--- src/rtl/fifo_rd_stream.sv ---
`default_nettype none
// ============================================================================
//  Module      : fifo_rd_stream
//  Description : Read-side consumer of the asynchronous FIFO. Pops words from
//                the show-ahead read port into a 2-entry skid buffer and
//                presents them as a valid/ready stream with burst framing
//                (out_last) and a saturating transfer counter.
//  Revision    : 1.0 - initial release
// ============================================================================
module fifo_rd_stream #(
    parameter int DSIZE     = 8,
    parameter int BURST_LEN = 4,
    parameter int CNT_W     = 16
) (
    input  logic             rclk,
    input  logic             rrst_n,
    input  logic [DSIZE-1:0] rdata,
    input  logic             rempty,
    output logic             rinc,
    input  logic             flush,
    output logic [DSIZE-1:0] out_data,
    output logic             out_valid,
    input  logic             out_ready,
    output logic             out_last,
    output logic [CNT_W-1:0] xfer_cnt
);

    // Beat counter width; a 1-bit counter that never leaves 0 covers BURST_LEN=1.
    localparam int              c_BEAT_W    = (BURST_LEN > 1) ? $clog2(BURST_LEN) : 1;
    localparam logic [c_BEAT_W-1:0] c_BEAT_LAST = c_BEAT_W'(BURST_LEN - 1);
    localparam logic [CNT_W-1:0]    c_CNT_MAX   = {CNT_W{1'b1}};

    // Buffer occupancy doubles as the state encoding.
    localparam logic [1:0] c_EMPTY = 2'd0;
    localparam logic [1:0] c_ONE   = 2'd1;
    localparam logic [1:0] c_TWO   = 2'd2;

    logic [1:0]          r_count;
    logic [DSIZE-1:0]    r_head;
    logic [DSIZE-1:0]    r_tail;
    logic [c_BEAT_W-1:0] r_beat;
    logic [CNT_W-1:0]    r_xfer_cnt;

    logic w_push;
    logic w_pop;

    // Pop request depends only on registered occupancy and FIFO/control inputs,
    // never on out_ready, so backpressure cannot reach the FIFO pointer logic.
    always_comb begin
        rinc      = !rempty && (r_count != c_TWO) && !flush && rrst_n;
        w_push    = rinc;
        out_valid = (r_count != c_EMPTY);
        w_pop     = out_valid && out_ready;
        out_data  = r_head;
        out_last  = out_valid && (r_beat == c_BEAT_LAST);
        xfer_cnt  = r_xfer_cnt;
    end

    // Buffer occupancy, data entries, burst position and transfer counter.
    always_ff @(posedge rclk) begin
        if (!rrst_n) begin
            r_count    <= c_EMPTY;
            r_head     <= '0;
            r_tail     <= '0;
            r_beat     <= '0;
            r_xfer_cnt <= '0;
        end else begin
            // A transfer accepted in a flush cycle still counts.
            if (w_pop && (r_xfer_cnt != c_CNT_MAX)) begin
                r_xfer_cnt <= r_xfer_cnt + CNT_W'(1);
            end

            if (flush) begin
                // rinc is held low during flush, so nothing is taken from the FIFO.
                r_count <= c_EMPTY;
                r_beat  <= '0;
            end else begin
                if (w_pop) begin
                    r_beat <= (r_beat == c_BEAT_LAST) ? '0 : r_beat + c_BEAT_W'(1);
                end

                case (r_count)
                    c_EMPTY: begin
                        if (w_push) begin
                            r_head  <= rdata;
                            r_count <= c_ONE;
                        end
                    end
                    c_ONE: begin
                        if (w_push && w_pop) begin
                            r_head <= rdata;
                        end else if (w_push) begin
                            r_tail  <= rdata;
                            r_count <= c_TWO;
                        end else if (w_pop) begin
                            r_count <= c_EMPTY;
                        end
                    end
                    c_TWO: begin
                        // No push is possible here: rinc is low while full.
                        if (w_pop) begin
                            r_head  <= r_tail;
                            r_count <= c_ONE;
                        end
                    end
                    default: begin
                        r_count <= c_EMPTY;
                    end
                endcase
            end
        end
    end

endmodule
`default_nettype wire

--- config.mk ---
export PLATFORM = sky130hd
export DESIGN_NAME = fifo_rd_stream
export DESIGN_NICKNAME = d
export VERILOG_FILES = /design/src/rtl/fifo_rd_stream.sv
export SDC_FILE = /design/constraint.sdc
export NUM_CORES = 1
export LEC_CHECK = 0
export BUFFER_PORTS_ARGS = -buffer_cell sky130_fd_sc_hd__clkbuf_2
export CORE_ASPECT_RATIO = 2
export CORE_UTILIZATION = 45
export CTS_CLUSTER_SIZE = 25
export DETAILED_ROUTE_END_ITERATION = 10
export PLACE_DENSITY = 0.71
export RECOVER_POWER = 25
export SYNTH_ARGS = -nofsm -noshare
export SYNTH_HDL_FRONTEND = slang
export SYNTH_SLANG_ARGS = --single-unit
--- constraint.sdc ---
create_clock -name rclk -period 1.65 [get_ports rclk]
set_clock_uncertainty 0.15 [all_clocks]
set_input_delay 0.2475 -clock rclk [delete_from_list [all_inputs] [get_ports rclk]]
set_output_delay 0.2475 -clock rclk [all_outputs]
set_load 0.005 [all_outputs]
==> results_tabular.tex <==
\begin{tabular}{lr}
\hline
Metric & Value \\
\hline
\multicolumn{2}{l}{\textbf{Critical path}} \\
\quad Number of buffer and inverter instances along the worst setup path & 1 \\
\quad Dominant delay contributor by cell family on the critical path & simple AND/OR/NAND/NOR gates \\
\quad Worst path slowest cell & sky130\_fd\_sc\_hd\_\_or4\_1 \\
\quad Maximum net fanout on the critical path & 11 \\
\quad CP Capture Type & flop \\
\quad FF-to-FF path depth & 6 \\
\quad Required time at the worst-slack endpoint & 1720 ps \\
\quad Ordered list of cells on the worst path & ha\_4 > nand4\_1 > nor4\_1 > buf\_4 > or4\_1 > a21oi\_1 \\
\quad Critical path start-end classification & flop to flop \\
\quad Stage delay of the slowest cell on the critical path & 470 ps \\
\quad Data arrival time of the critical path & 1760 ps \\
\quad Endpoint of the worst-slack reg-to-reg timing path & xfer\_cnt[7] \\
\quad Kind of start point of the critical path & flop \\
\quad FF-to-FF setup slack & -40 ps \\
\quad Start of the worst register-to-register path & xfer\_cnt[1] \\
\multicolumn{2}{l}{\textbf{Global route}} \\
\quad Number of global-route vias before repair & 1,655 \\
\quad Wire length of the first global-routing pass & 6980 um \\
\quad Maximum number of pins on one net before global-route repair & 33 \\
\quad Aggregate global-route resource usage & 0.223 \\
\quad Residual overflow from global routing & 0 \\
\quad Antenna violations before repair & 0 \\
\quad GR met2 Demand/Resource & 0.405 \\
\quad Global routing met1 resource utilization & 0.210 \\
\quad Met3 Use GR & 0.0378 \\
\quad GRT busiest layer & met2 \\
\multicolumn{2}{l}{\textbf{Clocking}} \\
\quad Clock buffers created by TritonCTS & 5 \\
\quad Source-to-sink clock delay at the later pin of the worst-skew pair & 280 ps \\
\quad Maximum root-to-sink buffer count & 2 \\
\quad CTS sink cnt & 36 \\
\quad Clock tree root buffer cell & sky130\_fd\_sc\_hd\_\_clkbuf\_8 \\
\quad H-tree depth & 2 \\
\quad TritonCTS clock tree & done \\
\quad Clock-pin slew of the registers on the worst-case setup and hold paths & 70 ps \\
\multicolumn{2}{l}{\textbf{Cells and area}} \\
\quad Number of filler cells placed in the layout & 359 \\
\quad Non-filler instance count after layout & 323 \\
\quad Sequential cell area & 733 um\^{}2 \\
\quad Area growth, synth to finish & 34.7\% \\
\quad Fraction of final layout cells sized beyond drive strength 1 & 0.327 \\
\quad Area occupied by multi-input gates & 1050 um\^{}2 \\
\quad Final cell utilization of the core & 0.631 \\
\quad Ant. Diodes & 0 \\
\quad Final nets & 286 \\
\multicolumn{2}{l}{\textbf{Placed design}} \\
\quad Estimated wirelength of the detail-placed design & 3230 um \\
\quad RePlAce Congestion & 0.830 \\
\quad Number of placed cells counting well taps & 314 \\
\quad Input/output buffers & 39 \\
\multicolumn{2}{l}{\textbf{Die}} \\
\quad Top-Level Pins & 40 \\
\quad Standard-cell row count & 32 \\
\quad Die H & 91.0 um \\
\quad Die Outline Area & 4230 um\^{}2 \\
\quad Die extent in x & 46.5 um \\
\quad Placeable core region & 3800 um\^{}2 \\
\quad Effective utilization at floorplan & 0.468 \\
\multicolumn{2}{l}{\textbf{Synthesis}} \\
\quad Count of mapped cells out of synthesis & 203 \\
\quad Synthesized area per cell & 8.78 um\^{}2 \\
\quad Part of the Yosys area used for sequential elements & 0.404 \\
\quad Summed instance area of the synthesized netlist & 1780 um\^{}2 \\
\quad Yosys reg bits & 36 \\
\quad Number of enable flip-flop cells after synthesis & 0 \\
\quad Area share of the largest cell type after synthesis & 0.404 \\
\quad Asr flop ratio synth & 0 \\
\quad Largest area contributor in the synthesized netlist & sky130\_fd\_sc\_hd\_\_dfxtp\_1 \\
\quad Most frequently used flop master after synthesis & sky130\_fd\_sc\_hd\_\_dfxtp\_1 \\
\quad Net count after synthesis & 218 \\
\quad YS warnings & 0 \\
\quad Number of library cell types mapped by synthesis & 42 \\
\quad Cell types occupying the most area after synthesis & sky130\_fd\_sc\_hd\_\_dfxtp\_1 40\%, sky130\_fd\_sc\_hd\_\_mux2i\_1 13\%, sky130\_fd\_sc\_hd\_\_nand2b\_1 5.3\%, sky130\_fd\_sc\_hd\_\_nand2\_1 4.0\%, sky130\_fd\_sc\_hd\_\_a21oi\_1 3.9\% \\
\multicolumn{2}{l}{\textbf{Worst hold path}} \\
\quad Worst Hold End & r\_tail[0] \\
\quad Cells on Worst Hold Path & 3 \\
\quad Class of the most critical hold timing path & input port to flop \\
\quad Startpoint of the worst hold path & rdata[0] \\
\multicolumn{2}{l}{\textbf{Timing}} \\
\quad Clock period minus final worst setup slack & 1690 ps \\
\quad Fmax achieved & 593 MHz \\
\quad RSZ-0062 raised after global routing & true \\
\quad Final setup margin & -37.5 ps \\
\quad Period utilisation layout & 1.02 \\
\quad Final Max Slew Viols & 0 \\
\quad Slew of the pin with the lowest slew margin & 456 ps \\
\quad Final setup violation count & 3 \\
\quad Max-Slew Margin vs Limit & 0.694 \\
\quad Final-report hold violation count & 0 \\
\quad Setup TNS Final & -76.3 ps \\
\multicolumn{2}{l}{\textbf{Run status}} \\
\quad Result of the run & finished with violations \\
\quad Failing checks & negative setup slack \\
\multicolumn{2}{l}{\textbf{Route}} \\
\quad Post-DR wirelength/cell & 13.3 um \\
\quad Total via count after detailed routing & 1,757 \\
\quad Vias per std cell & 5.44 \\
\quad Post-DRT Antenna Nets & 0 \\
\quad Drt pass-1 iters & 4 \\
\quad Final wirelength & 4280 um \\
\quad Initial DRC Count & 30 \\
\quad \# DRC & 0 \\
\multicolumn{2}{l}{\textbf{Power and ir drop}} \\
\quad Max IR drop VDD & 0.743 mV \\
\quad Leak & 1.06 nW \\
\quad Pwr Density & 697 nW/um\^{}2 \\
\quad Total chip power & 0.00167 W \\
\multicolumn{2}{l}{\textbf{Flow run}} \\
\quad Number of maximum-capacitance constraint violations & 0 \\
\hline
\end{tabular}
[worst register-to-register path: stages (launching register included)]
cell	delay, ps
sky130_fd_sc_hd__dfxtp_2	340
sky130_fd_sc_hd__ha_4	150
sky130_fd_sc_hd__nand4_1	160
sky130_fd_sc_hd__nor4_1	70
sky130_fd_sc_hd__buf_4	170
sky130_fd_sc_hd__or4_1	470
sky130_fd_sc_hd__a21oi_1	120
[per-layer routing]
layer  vias up  share of wire
met4         0          0.034
li1        874              -
met2        33           0.57
met5         -              0
met1       837           0.37
met3        13          0.024
[Yosys cell counts, types with 2 or more instances]
cell type,count
sky130_fd_sc_hd__inv_1,3
sky130_fd_sc_hd__nand2b_1,15
sky130_fd_sc_hd__o211ai_1,8
sky130_fd_sc_hd__nand4_1,5
sky130_fd_sc_hd__nor2_1,15
sky130_fd_sc_hd__nor3_1,5
sky130_fd_sc_hd__nor4_1,3
sky130_fd_sc_hd__mux2i_1,23
sky130_fd_sc_hd__buf_2,4
sky130_fd_sc_hd__o31ai_1,5
sky130_fd_sc_hd__nand2_1,19
sky130_fd_sc_hd__ha_1,2
sky130_fd_sc_hd__or4_1,6
sky130_fd_sc_hd__or2_1,2
sky130_fd_sc_hd__a21oi_1,14
sky130_fd_sc_hd__clkbuf_1,6
sky130_fd_sc_hd__nand3_1,7
sky130_fd_sc_hd__o21ai_1,2
sky130_fd_sc_hd__dfxtp_1,36
[kinds of logic (layout without fill, tap and decap cells)]
group / count (synthesis) / in the layout / synth area share
adder cells (fa/ha/maj): 2 / 2 / 0.0140
AND/OR/NAND/NOR: 91 / 91 / 0.284
flip-flops: 36 / 36 / 0.404
AO/OA/AOI/OAI: 37 / 37 / 0.136
buffers and inverters: 14 / 83 / 0.0323
multiplexers: 23 / 23 / 0.129
[what timing repair did]
action                     CTS  global route
setup buffers                0             1
setup endpoints to repair   11            18
pin swaps                    2             5
hold buffers                 0             0
resized for setup            8             7
[per-stage QoR]
step	cell area, um^2	hold WS (ps)	worst slack, ps
2_1_floorplan	1800	177	2.93
5_1_grt	2400	67.9	-83.9
4_1_cts	2390	53.9	-40.0
3_5_place_dp	2270	300	-27.1
3_3_place_gp	2270	301	-18.2
6_report	2400	56.1	-37.5
[area by class of cell]
type	count	share of cell area
Clock buffer	8	0.0375
Sequential cell	36	0.306
Multi-Input combinational cell	153	0.436
Timing Repair Buffer	71	0.188
Tap cell	51	0.0266
Inverter	4	0.00626
[layout by cell type (no fill, tap or decap), types with 2 or more instances in the layout]
cell type                  count
sky130_fd_sc_hd__o211ai_1      8
sky130_fd_sc_hd__o31ai_1       5
sky130_fd_sc_hd__mux2i_1      23
sky130_fd_sc_hd__inv_1         3
sky130_fd_sc_hd__nand3_1       7
sky130_fd_sc_hd__dfxtp_2       7
sky130_fd_sc_hd__nor2_1       15
sky130_fd_sc_hd__clkbuf_2     34
sky130_fd_sc_hd__buf_12        2
sky130_fd_sc_hd__nor3_1        4
sky130_fd_sc_hd__or4_1         6
sky130_fd_sc_hd__a21oi_1      12
sky130_fd_sc_hd__a21oi_2       2
sky130_fd_sc_hd__clkbuf_1      8
sky130_fd_sc_hd__nand2b_1     15
sky130_fd_sc_hd__dfxtp_1      28
sky130_fd_sc_hd__buf_4        27
sky130_fd_sc_hd__o21ai_1       2
sky130_fd_sc_hd__nand2_1      19
sky130_fd_sc_hd__nor4_1        3
sky130_fd_sc_hd__nand4_1       5
sky130_fd_sc_hd__or2_1         2
sky130_fd_sc_hd__clkbuf_8      6
[state kept, by name (all words and copies together), names as in the netlist]
register / flops
xfer_cnt: 16
out_data: 8
r_tail: 8
r_beat: 2
r_count: 2
[power breakdown]
| group | switching, W | internal [W] |
|---|---|---|
| sequential | 0.00000896 | 0.000882 |
| combinational | 0.0000722 | 0.0000748 |
| clock | 0.000294 | 0.000340 |
| total | 0.000375 | 0.00130 |
[how the worst max path moves through the flow]
stage	start	to	slack (ps)	depth (start not counted)
3_5_place_dp	xfer_cnt[1]	xfer_cnt[3]	-30	6
4_1_cts	xfer_cnt[1]	xfer_cnt[7]	-40	6
6_report	xfer_cnt[1]	xfer_cnt[7]	-40	6
5_1_grt	xfer_cnt[1]	xfer_cnt[7]	-80	6
2_1_floorplan	xfer_cnt[6]	xfer_cnt[9]	3	4
3_3_place_gp	xfer_cnt[7]	xfer_cnt[11]	-20	4
No activity file was read; power rests on OpenSTA's default activity.
